==> config.mk <==
export PLATFORM = sky130hd
export DESIGN_NAME = branch1_scheduler
export DESIGN_NICKNAME = d
export VERILOG_FILES = /design/src/rtl/branch1_pkg.sv /design/src/rtl/branch1_rd_sequencer.sv /design/src/rtl/branch1_scheduler.sv
export SDC_FILE = /design/constraint.sdc
export NUM_CORES = 1
export LEC_CHECK = 0
export CORE_MARGIN = 1
export CORE_UTILIZATION = 27
export DETAILED_ROUTE_END_ITERATION = 8
export PLACE_DENSITY = 0.48
export REMOVE_ABC_BUFFERS = 1
export SYNTH_ARGS = -nofsm -noshare
export SYNTH_HDL_FRONTEND = slang
export SYNTH_SLANG_ARGS = --single-unit
==> constraint.sdc <==
create_clock -name aclk -period 3.18 [get_ports aclk]
set_clock_uncertainty 0.2 [all_clocks]
set_input_delay 0.318 -clock aclk [delete_from_list [all_inputs] [get_ports aclk]]
set_output_delay 0.318 -clock aclk [all_outputs]
set_load 0.01 [all_outputs]
==> src/rtl/branch1_pkg.sv <==
// Shared types and constants for the branch-metric frame scheduler.
// Holds the scheduler state encoding, sweep direction codes and the
// address-width helper used to size store addresses from the store depth.
package branch1_pkg;

  typedef enum logic [2:0] {
    ST_IDLE,
    ST_FILL,
    ST_DISCARD,
    ST_DRAIN,
    ST_FWD,
    ST_BWD
  } state_t;

  localparam logic DIR_FWD = 1'b0;
  localparam logic DIR_BWD = 1'b1;

  localparam int DEF_BRANCH_SIZE = 3072;

  // Address width for a store of the given depth (never narrower than 1 bit).
  function automatic int addr_width(input int depth);
    return (depth > 1) ? $clog2(depth) : 1;
  endfunction

  localparam int DEF_AW = addr_width(DEF_BRANCH_SIZE);

endpackage

==> src/rtl/branch1_rd_sequencer.sv <==
// Read-address sequencer for the forward and backward sweeps over a stored frame.
// Ports: clk/rst; i_clr zeroes the counter, i_issue issues o_addr this cycle in
// direction i_dir over a frame of i_len items; o_at_end flags the sweep's final
// address; o_rd_* are the registered qualifiers of the read issued last cycle.
module branch1_rd_sequencer
  import branch1_pkg::*;
#(
  parameter int AW = DEF_AW
) (
  input  logic          clk,
  input  logic          rst,
  input  logic          i_clr,
  input  logic          i_issue,
  input  logic          i_dir,
  input  logic [AW:0]   i_len,
  output logic [AW-1:0] o_addr,
  output logic          o_at_end,
  output logic          o_rd_valid,
  output logic          o_rd_dir,
  output logic          o_rd_first,
  output logic          o_rd_last
);

  logic [AW-1:0] r_cnt;
  logic          r_rd_valid;
  logic          r_rd_dir;
  logic          r_rd_first;
  logic          r_rd_last;
  logic          w_at_zero;
  logic          w_at_top;

  assign w_at_zero = (r_cnt == '0);
  assign w_at_top  = ({1'b0, r_cnt} == (i_len - (AW+1)'(1)));
  assign o_at_end  = (i_dir == DIR_FWD) ? w_at_top : w_at_zero;

  assign o_addr     = r_cnt;
  assign o_rd_valid = r_rd_valid;
  assign o_rd_dir   = r_rd_dir;
  assign o_rd_first = r_rd_first;
  assign o_rd_last  = r_rd_last;

  always_ff @(posedge clk or posedge rst) begin
    if (rst) begin
      r_cnt      <= '0;
      r_rd_valid <= 1'b0;
      r_rd_dir   <= 1'b0;
      r_rd_first <= 1'b0;
      r_rd_last  <= 1'b0;
    end else begin
      r_rd_valid <= i_issue;
      r_rd_dir   <= i_issue & i_dir;
      r_rd_first <= i_issue & ((i_dir == DIR_FWD) ? w_at_zero : w_at_top);
      r_rd_last  <= i_issue & ((i_dir == DIR_FWD) ? w_at_top : w_at_zero);
      // At the end of a sweep the counter holds: the top address is exactly
      // where the backward sweep starts, so the turn-around has no bubble.
      if (i_clr) begin
        r_cnt <= '0;
      end else if (i_issue && !o_at_end) begin
        r_cnt <= (i_dir == DIR_FWD) ? r_cnt + AW'(1) : r_cnt - AW'(1);
      end
    end
  end

endmodule

==> src/rtl/branch1_scheduler.sv <==
// Sequences one frame through the branch-metric store: fill writes, drain, then forward/backward read sweeps.
// Ports: s_* input beat stream (s_ready registered); bm_* write port and bm_rd_addr read address of the store;
// rd_ready/rd_* read handshake toward the recursion units; frame_len, busy, err_overflow status.
module branch1_scheduler
  import branch1_pkg::*;
#(
  parameter  int DWIDTH       = 16,
  parameter  int BRANCH_SIZE  = DEF_BRANCH_SIZE,
  parameter  int CALC_LATENCY = 2,
  localparam int AW           = addr_width(BRANCH_SIZE)
) (
  input  logic              aclk,
  input  logic              areset,
  input  logic [DWIDTH-1:0] s_sys,
  input  logic [DWIDTH-1:0] s_parity,
  input  logic              s_valid,
  input  logic              s_last,
  output logic              s_ready,
  output logic [DWIDTH-1:0] bm_sys_item,
  output logic [DWIDTH-1:0] bm_parity_item,
  output logic [AW-1:0]     bm_addr,
  output logic              bm_valid,
  output logic [AW-1:0]     bm_rd_addr,
  input  logic              rd_ready,
  output logic              rd_valid,
  output logic              rd_dir,
  output logic              rd_first,
  output logic              rd_last,
  output logic [AW:0]       frame_len,
  output logic              busy,
  output logic              err_overflow
);

  localparam int DCW = $clog2(CALC_LATENCY + 2);
  localparam logic [DCW-1:0] DRAIN_DONE = DCW'(CALC_LATENCY + 1);

  state_t            r_state;
  state_t            w_next;
  logic              r_s_ready;
  logic [DWIDTH-1:0] r_bm_sys;
  logic [DWIDTH-1:0] r_bm_par;
  logic [AW-1:0]     r_bm_addr;
  logic              r_bm_valid;
  logic [AW-1:0]     r_wr_cnt;
  logic [AW:0]       r_frame_len;
  logic              r_err;
  logic [DCW-1:0]    r_drain_cnt;

  logic          w_accept;
  logic          w_write;
  logic          w_overflow;
  logic          w_clr;
  logic          w_issue;
  logic          w_dir;
  logic          w_at_end;
  logic [AW-1:0] w_wr_addr;

  assign w_accept  = s_valid & r_s_ready;
  // A new frame always starts at address 0, whatever wr_cnt was left at.
  assign w_wr_addr = (r_state == ST_IDLE) ? '0 : r_wr_cnt;

  assign s_ready        = r_s_ready;
  assign bm_sys_item    = r_bm_sys;
  assign bm_parity_item = r_bm_par;
  assign bm_addr        = r_bm_addr;
  assign bm_valid       = r_bm_valid;
  assign frame_len      = r_frame_len;
  assign err_overflow   = r_err;
  assign busy           = (r_state != ST_IDLE);

  always_ff @(posedge aclk or posedge areset) begin
    if (areset) r_state <= ST_IDLE;
    else        r_state <= w_next;
  end

  always_comb begin
    w_next     = r_state;
    w_write    = 1'b0;
    w_overflow = 1'b0;
    w_clr      = 1'b0;
    w_issue    = 1'b0;
    w_dir      = DIR_FWD;
    case (r_state)
      ST_IDLE, ST_FILL: begin
        if (w_accept) begin
          w_write = 1'b1;
          if (s_last) begin
            w_next = ST_DRAIN;
          end else if (w_wr_addr == AW'(BRANCH_SIZE - 1)) begin
            w_overflow = 1'b1;
            w_next     = ST_DISCARD;
          end else begin
            w_next = ST_FILL;
          end
        end
      end
      ST_DISCARD: begin
        if (w_accept && s_last) w_next = ST_DRAIN;
      end
      ST_DRAIN: begin
        w_clr = 1'b1;
        if (!r_bm_valid && (r_drain_cnt == DRAIN_DONE)) w_next = ST_FWD;
      end
      ST_FWD: begin
        w_issue = rd_ready;
        if (rd_ready && w_at_end) w_next = ST_BWD;
      end
      ST_BWD: begin
        w_dir   = DIR_BWD;
        w_issue = rd_ready;
        if (rd_ready && w_at_end) w_next = ST_IDLE;
      end
      default: w_next = ST_IDLE;
    endcase
  end

  always_ff @(posedge aclk or posedge areset) begin
    if (areset) begin
      r_s_ready   <= 1'b0;
      r_bm_sys    <= '0;
      r_bm_par    <= '0;
      r_bm_addr   <= '0;
      r_bm_valid  <= 1'b0;
      r_wr_cnt    <= '0;
      r_frame_len <= '0;
      r_err       <= 1'b0;
      r_drain_cnt <= '0;
    end else begin
      r_s_ready  <= (w_next == ST_IDLE) || (w_next == ST_FILL) || (w_next == ST_DISCARD);
      r_bm_valid <= w_write;
      if (w_write) begin
        r_bm_sys  <= s_sys;
        r_bm_par  <= s_parity;
        r_bm_addr <= w_wr_addr;
        r_wr_cnt  <= w_wr_addr + AW'(1);
      end
      if (w_write && s_last) r_frame_len <= {1'b0, w_wr_addr} + (AW+1)'(1);
      else if (w_overflow)   r_frame_len <= (AW+1)'(BRANCH_SIZE);
      if ((r_state == ST_IDLE) && w_accept) r_err <= 1'b0;
      else if (w_overflow)                  r_err <= 1'b1;
      // Counts idle cycles since the last store write; saturates at the
      // point where the calc pipeline is known to be empty.
      if (r_bm_valid)                      r_drain_cnt <= DCW'(1);
      else if (r_drain_cnt != DRAIN_DONE)  r_drain_cnt <= r_drain_cnt + DCW'(1);
    end
  end

  branch1_rd_sequencer #(
    .AW(AW)
  ) u_rd_seq (
    .clk       (aclk),
    .rst       (areset),
    .i_clr     (w_clr),
    .i_issue   (w_issue),
    .i_dir     (w_dir),
    .i_len     (r_frame_len),
    .o_addr    (bm_rd_addr),
    .o_at_end  (w_at_end),
    .o_rd_valid(rd_valid),
    .o_rd_dir  (rd_dir),
    .o_rd_first(rd_first),
    .o_rd_last (rd_last)
  );

endmodule

# ---- Word level (Yosys, flattened, before mapping)
# Index checks and enable logic that the tools add are counted.
dict set report word_totals {
  input_bits 37
  mem_bits_rw 0
  romBits 0
  regBits 93
  latchBits 0
  mem_count 0
  output_inout_bits 77
}
dict set report classes {
  n_eq_ne 11
  n_shift 0
  muxes 29
  bitwise 4
  multipliers 0
  magnitude_cmp 0
  div 0
  n_reduce_logical 20
  addsub 6
}
# operator count
set op_table {}
lappend op_table {{$mux W12} 4}
lappend op_table {{$mux W13} 2}
lappend op_table {{$add A12 B1 Y12 const B} 2}
lappend op_table {{$mux W3} 5}
lappend op_table {{$pmux W3 S5} 1}
lappend op_table {{$add A12 B1 Y13 const B} 1}
lappend op_table {{$eq A12 B13 Y1} 1}
lappend op_table {{$mux W1} 13}
lappend op_table {{$sub A13 B1 Y13 const B} 1}
lappend op_table {{$eq A12 B12 Y1 const B} 1}
lappend op_table {{$logic_not A12 Y1} 1}
lappend op_table {{$sub A12 B1 Y12 const B} 1}
lappend op_table {{$eq A3 B2 Y1 const B} 3}
lappend op_table {{$mux W2} 4}
lappend op_table {{$reduce_bool A2 Y1} 4}
lappend op_table {{$eq A3 B1 Y1 const B} 2}
lappend op_table {{$eq A3 B3 Y1 const B} 2}
lappend op_table {{$logic_and A1 B1 Y1} 6}
lappend op_table {{$logic_not A3 Y1} 2}
lappend op_table {{$and A1 B1 Y1} 4}
lappend op_table {{$reduce_or A2 Y1} 2}
lappend op_table {{$reduce_bool A3 Y1} 1}
lappend op_table {{$add A2 B1 Y2 const B} 1}
lappend op_table {{$eq A2 B2 Y1 const B} 1}
lappend op_table {{other kinds (3)} 5}

# ---- Longest topological paths before layout
dict set report logic_depth {
  depth_word 10
  depth_mapped 12
  depth_no_buf 10
}

# ---- By module
# A second synthesis with hierarchy kept.
dict set report unflattened {
  hier_cells 531
  hier_area_um2 5003.5
}
# mod seq_area_each_um2 area_each_um2 instances cells_per_inst
set by_module_without_submodules {}
lappend by_module_without_submodules {branch1_scheduler 1926.8 3319.4 1 340}
lappend by_module_without_submodules {branch1_rd_sequencer 400.4 1684.1 1 191}

# ---- Worst setup path after synthesis
# OpenSTA, ideal clock, no wires.
dict set report synth_path {
  path_kind {reg-to-reg}
  from {register r_state[1]}
  to {register r_frame_len[3] (netlist: frame_len[3])}
  path_buffers 2
  t_required_ns 2.914
  stages_incl_launch_ff 12
  period_less_slack_ns 3.069
  slack_ns 0.111
  arrival_ns 2.803
  cell_sequence {dfrtp_1 > nor3_1 > inv_1 > clkbuf_1 > and2_1 > ha_1 > nand2_1 > nor4_1 > nor2b_1 > o21ai_1 > clkbuf_1 > a22o_1}
}
dict set report synth_between {
  elab_chain_len 8
  elab_cells_between_ends 14
}
# item line
set synth_lines {}
lappend synth_lines {{from (decl)} branch1_scheduler.sv:37} ;# state_t r_state;
lappend synth_lines {{from (signal assigned)} branch1_scheduler.sv:73} ;# else r_state <= w_next;
lappend synth_lines {{$logic_not A3 Y1 *} branch1_scheduler.sv:60} ;# assign w_wr_addr = (r_state == ST_IDLE) ? '0 : r_wr_cnt;
lappend synth_lines {{$mux W12 *} branch1_scheduler.sv:60}
lappend synth_lines {{net w_wr_addr[0]} branch1_scheduler.sv:56} ;# logic [AW-1:0] w_wr_addr;
lappend synth_lines {{$eq A12 B12 Y1} branch1_scheduler.sv:89} ;# end else if (w_wr_addr == AW'(BRANCH_SIZE - 1)) begin
lappend synth_lines {{$mux W1} branch1_scheduler.sv:89}
lappend synth_lines {{$mux W1} branch1_scheduler.sv:87} ;# if (s_last) begin
lappend synth_lines {{$mux W1} branch1_scheduler.sv:85} ;# if (w_accept) begin
lappend synth_lines {{$mux W1} branch1_scheduler.sv:83} ;# case (r_state)
lappend synth_lines {{$reduce_bool A2 Y1 (no line)} -}
lappend synth_lines {{to (signal assigned)} branch1_scheduler.sv:137} ;# if (w_write && s_last) r_frame_len <= {1'b0, w_wr_addr} + (AW+1)'(1);
lappend synth_lines {{to (signal assigned)} branch1_scheduler.sv:138} ;# else if (w_overflow) r_frame_len <= (AW+1)'(BRANCH_SIZE);
lappend synth_lines {{to (decl)} branch1_scheduler.sv:45} ;# logic [AW:0] r_frame_len;
# Mark *: on every way through the listed nets, which the timed path passes. The rest lies on a longest branch.
# A chain may end at the register's enable or synchronous reset.

# ---- Worst setup path after layout
dict set report layout_path {
  from {register r_frame_len[1] (netlist: frame_len[1])}
  to {register u_rd_seq.r_cnt[3] (netlist: u_rd_seq.o_addr[3])}
}
dict set report layout_between {
  elab_chain_len 6
}
# item line
set layout_lines {}
lappend layout_lines {{$sub A13 B1 Y13} branch1_rd_sequencer.sv:33} ;# assign w_at_top = ({1'b0, r_cnt} == (i_len - (AW+1)'(1)));
lappend layout_lines {{$eq A12 B13 Y1} branch1_rd_sequencer.sv:33}
lappend layout_lines {{$mux W1} branch1_rd_sequencer.sv:34} ;# assign o_at_end = (i_dir == DIR_FWD) ? w_at_top : w_at_zero;
lappend layout_lines {{$logic_not A1 Y1} branch1_rd_sequencer.sv:58} ;# end else if (i_issue && !o_at_end) begin
lappend layout_lines {{$logic_and A1 B1 Y1} branch1_rd_sequencer.sv:58}
lappend layout_lines {{$reduce_bool A2 Y1 (no line)} -}
lappend layout_lines {{to (signal assigned)} branch1_rd_sequencer.sv:59} ;# r_cnt <= (i_dir == DIR_FWD) ? r_cnt + AW'(1) : r_cnt - AW'(1);
lappend layout_lines {{to (decl)} branch1_rd_sequencer.sv:24} ;# logic [AW-1:0] r_cnt;
# No other way between the ends.

==> impl_metrics.toml <==
[finish]
antenna_cells = 0
layout_commonest_cell = "nand2_1"
final_cell_mix = "151 x nand2_1, 113 x clkdlybuf4s50_1, 93 x dfrtp_1, 29 x o21ai_0, 24 x nor2_1"
fillers = 1769
synthToLayoutAreaGrowth_pct = 38.9
fin_nets = 696
drive_gt1_share_pct = 9.55

[worst_setup_path]
crit_required_ps = 3240
critPathKind = "reg2reg"
cpMaxStageDelayCell = "or4b_4"
cp_max_fo = 5
cp-end-kind = "flip-flop"
critPathMostFrequentCell = "or4b_4"
arrival_ps = 3150
path_cells = "inv_1, ha_2, or4b_4, or4b_4, a32o_1, a22oi_2, nand4_2, o211ai_4, clkbuf_16, mux2i_1"
r2r_cells = 10
slowest_delay_ps = 520
cp-start-kind = "flip-flop"

[yosys]
synthesis.area_um2 = 4790
synth_top_cell_area_share_pct = 48.6
yosysTopAreaCell = "dfrtp_1"
synth_edf_count = 0
synthTopCellsByArea = "dfrtp_1 49%, nand2_1 12%, ha_1 3.4%, xnor2_1 3.1%, o21ai_0 3.0%"
synth.distinct_cells = 60
ys_seq_elements = 93
syn-instance-count = 516
syn_avg_cell_area_um2 = 9.28
yosysSeqAreaShare_pct = 48.6
ys.flop_type = "dfrtp_1"
synthArstFlopShare_pct = 100
synth_warnings = 0

[floorplanning]
die_w_um = 135
io_pins = 114
rows = 48
die_area_um2 = 18300
core_area_um2 = 17300
initial_core_util_pct = 27.7
fp.dieH_um = 135

[clock_tree]
cts_max_level = 3
cts_inserted_buffers = 9
clkTransAtPathRegs_ps = 70
cts_hold_buf = 0
root_buffer = "clkbuf_16"
cts_buffer_depth = 2
cts_tree = "done"
clkSinkCount = 93
worst_skew_pair.late_latency_ps = 340

[power_and_ir_drop]
intPower_mw = 3.36
totalPowerFinal_mw = 5.42
switching_share_pct = 38.0
p_switching_mw = 2.06
p_leak_nw = 3.06
combPwrFrac_pct = 47.1
power_frac_seq_pct = 33.0
ir_worst_vdd_mv = 0.336
p_per_area_nw_per_um2 = 815
p_clk_share_pct = 19.9

[route]
drcViolationCount = 0
drt_wl_total_um = 13500
first_iter_violations = 191
firstDrtPassIters = 4
vias = 4122
routed_via_density = 4.72
wl_per_cell_um = 15.5
ant_nets = 0

[grt]
overflow = 0
grt_max_degree = 61
grt_antenna_before_repair = 0
grtUsageTotal_pct = 15.4
grt_pass1_vias = 4224
grt_pass1_wl_um = 21900

[run]
drv_cap = 0

[placement]
place_ws_ps = 24.4
dp_hpwl_um = 9850
port_buffers = 113
place_congestion = 0.831

[sta]
fin_setup_tns_ps = 0
finalCriticalPeriod_ps = 3090
period_share_pct = 97.2
tightest_slew_ps = 666
hold_violations = 0
slew_violations = 0
setup_slack_ps = 88.3
max_freq_ghz = 0.323
setup_viol = 0
relSlewSlack_pct = 55.6

[run_status]
outcome = "finished, final reports clean"

[hold_path]
hold_class = "in2async"
-- final cells by class --
| cell class | count | area [µm²] | share of cell area, % |
|---|---|---|---|
| clock buffers | 10 | 229 | 3.44 |
| clock inverters | 5 | 60.1 | 0.903 |
| inverters | 14 | 53.8 | 0.809 |
| multi-input cells | 390 | 2350 | 35.3 |
| flip-flops and latches | 93 | 2330 | 35.0 |
| well taps | 225 | 282 | 4.23 |
| repair buffers | 137 | 1350 | 20.4 |
-- per-layer routing --
metal	vias up	part of all wire, %	global-route usage [%]
met2	113	46	25.1
li1	2028	-	-
met5	-	0	0
met1	1971	45	18.9
met4	0	1.0	4.12
met3	10	7.9	5.95
-- cell families after synthesis --
kind of cell | Yosys count | synth area share [%]
xor+xnor | 31 | 5.67
simple gates | 237 | 22.1
mux | 16 | 3.40
fa+ha+maj | 14 | 3.82
flops | 93 | 48.6
buf+inv | 33 | 3.32
compound gates | 92 | 13.0
-- repair_timing --
item | 4_1_cts | 5_1_grt
setup endpoints to repair | 0 | 13
gates resized for setup | 0 | 9
buffers inserted | 0 | 1
-- state kept, by name, summed over array words and instances, names as in the netlist, 2 cells and up --
signal	flops
bm_addr	12
frame_len	13
r_wr_cnt	12
bm_sys_item	16
u_rd_seq.o_addr	12
r_drain_cnt	2
bm_parity_item	16
r_state	3
-- cell usage after synthesis (2+ instances only) --
| library cell | n |
|---|---|
| a211oi_1 | 2 |
| a21o_1 | 5 |
| a21oi_1 | 16 |
| a22o_1 | 9 |
| a31oi_1 | 2 |
| and2_1 | 4 |
| and2_2 | 2 |
| and3_1 | 2 |
| and4_1 | 2 |
| buf_1 | 2 |
| buf_6 | 2 |
| clkbuf_1 | 13 |
| clkbuf_8 | 2 |
| dfrtp_1 | 93 |
| ha_1 | 13 |
| inv_1 | 13 |
| mux2_2 | 2 |
| mux2i_1 | 14 |
| nand2_1 | 151 |
| nand2b_1 | 3 |
| nand3_1 | 14 |
| nand3b_1 | 2 |
| nor2_1 | 24 |
| nor2b_1 | 5 |
| nor3_1 | 9 |
| nor4_1 | 6 |
| o21a_1 | 3 |
| o21ai_0 | 29 |
| o21bai_1 | 2 |
| o22a_1 | 2 |
| o31ai_1 | 7 |
| o41ai_1 | 2 |
| or2_2 | 2 |
| or4b_1 | 2 |
| xnor2_1 | 17 |
| xor2_1 | 14 |
-- through the flow --
step	cells	hold WS (ps)	utilization (%)	instance area (µm²)
finish	874	168	38.5	6650
global route	874	209	38.5	6650
CTS	872	181	38.0	6580
detailed placement	857	265	36.4	6290
global placement	857	257	36.4	6290
floorplan	497	223	-	4680
-- path summary, 6_finish.rpt --
| path | from | endpoint | slack, ps |
|---|---|---|---|
| setup / recovery | frame_len[1] | u_rd_seq.o_addr[3] | 90 |
| hold / removal | areset | bm_sys_item[0] | 170 |
| setup reg to reg | frame_len[1] | u_rd_seq.o_addr[3] | 90 |
| hold reg to reg | bm_valid | r_drain_cnt[1] | 270 |
| max in group asynchronous | areset | r_wr_cnt[4] | 1880 |
| min in group aclk | bm_valid | r_drain_cnt[1] | 270 |
-- critical path, delay by kind of cell (launching register included) --
family | cells | cell delay (ps)
fa+ha+maj | 1 | 170
mux | 1 | 190
buf+inv | 2 | 260
simple gates | 3 | 1170
flops | 1 | 370
compound gates | 3 | 640
-- power groups by stage --
stage / sequential [mW] / clock [mW] / combinational (mW)
CTS: 1.79 / 1.12 / 2.54
finish: 1.79 / 1.08 / 2.55
detailed placement: 1.80 / 0 / 2.53
global placement: 1.80 / 0 / 2.50
floorplan: 1.93 / 0 / 1.22
global route: 1.85 / 1.17 / 2.83
(Power assumes the default switching activity.)
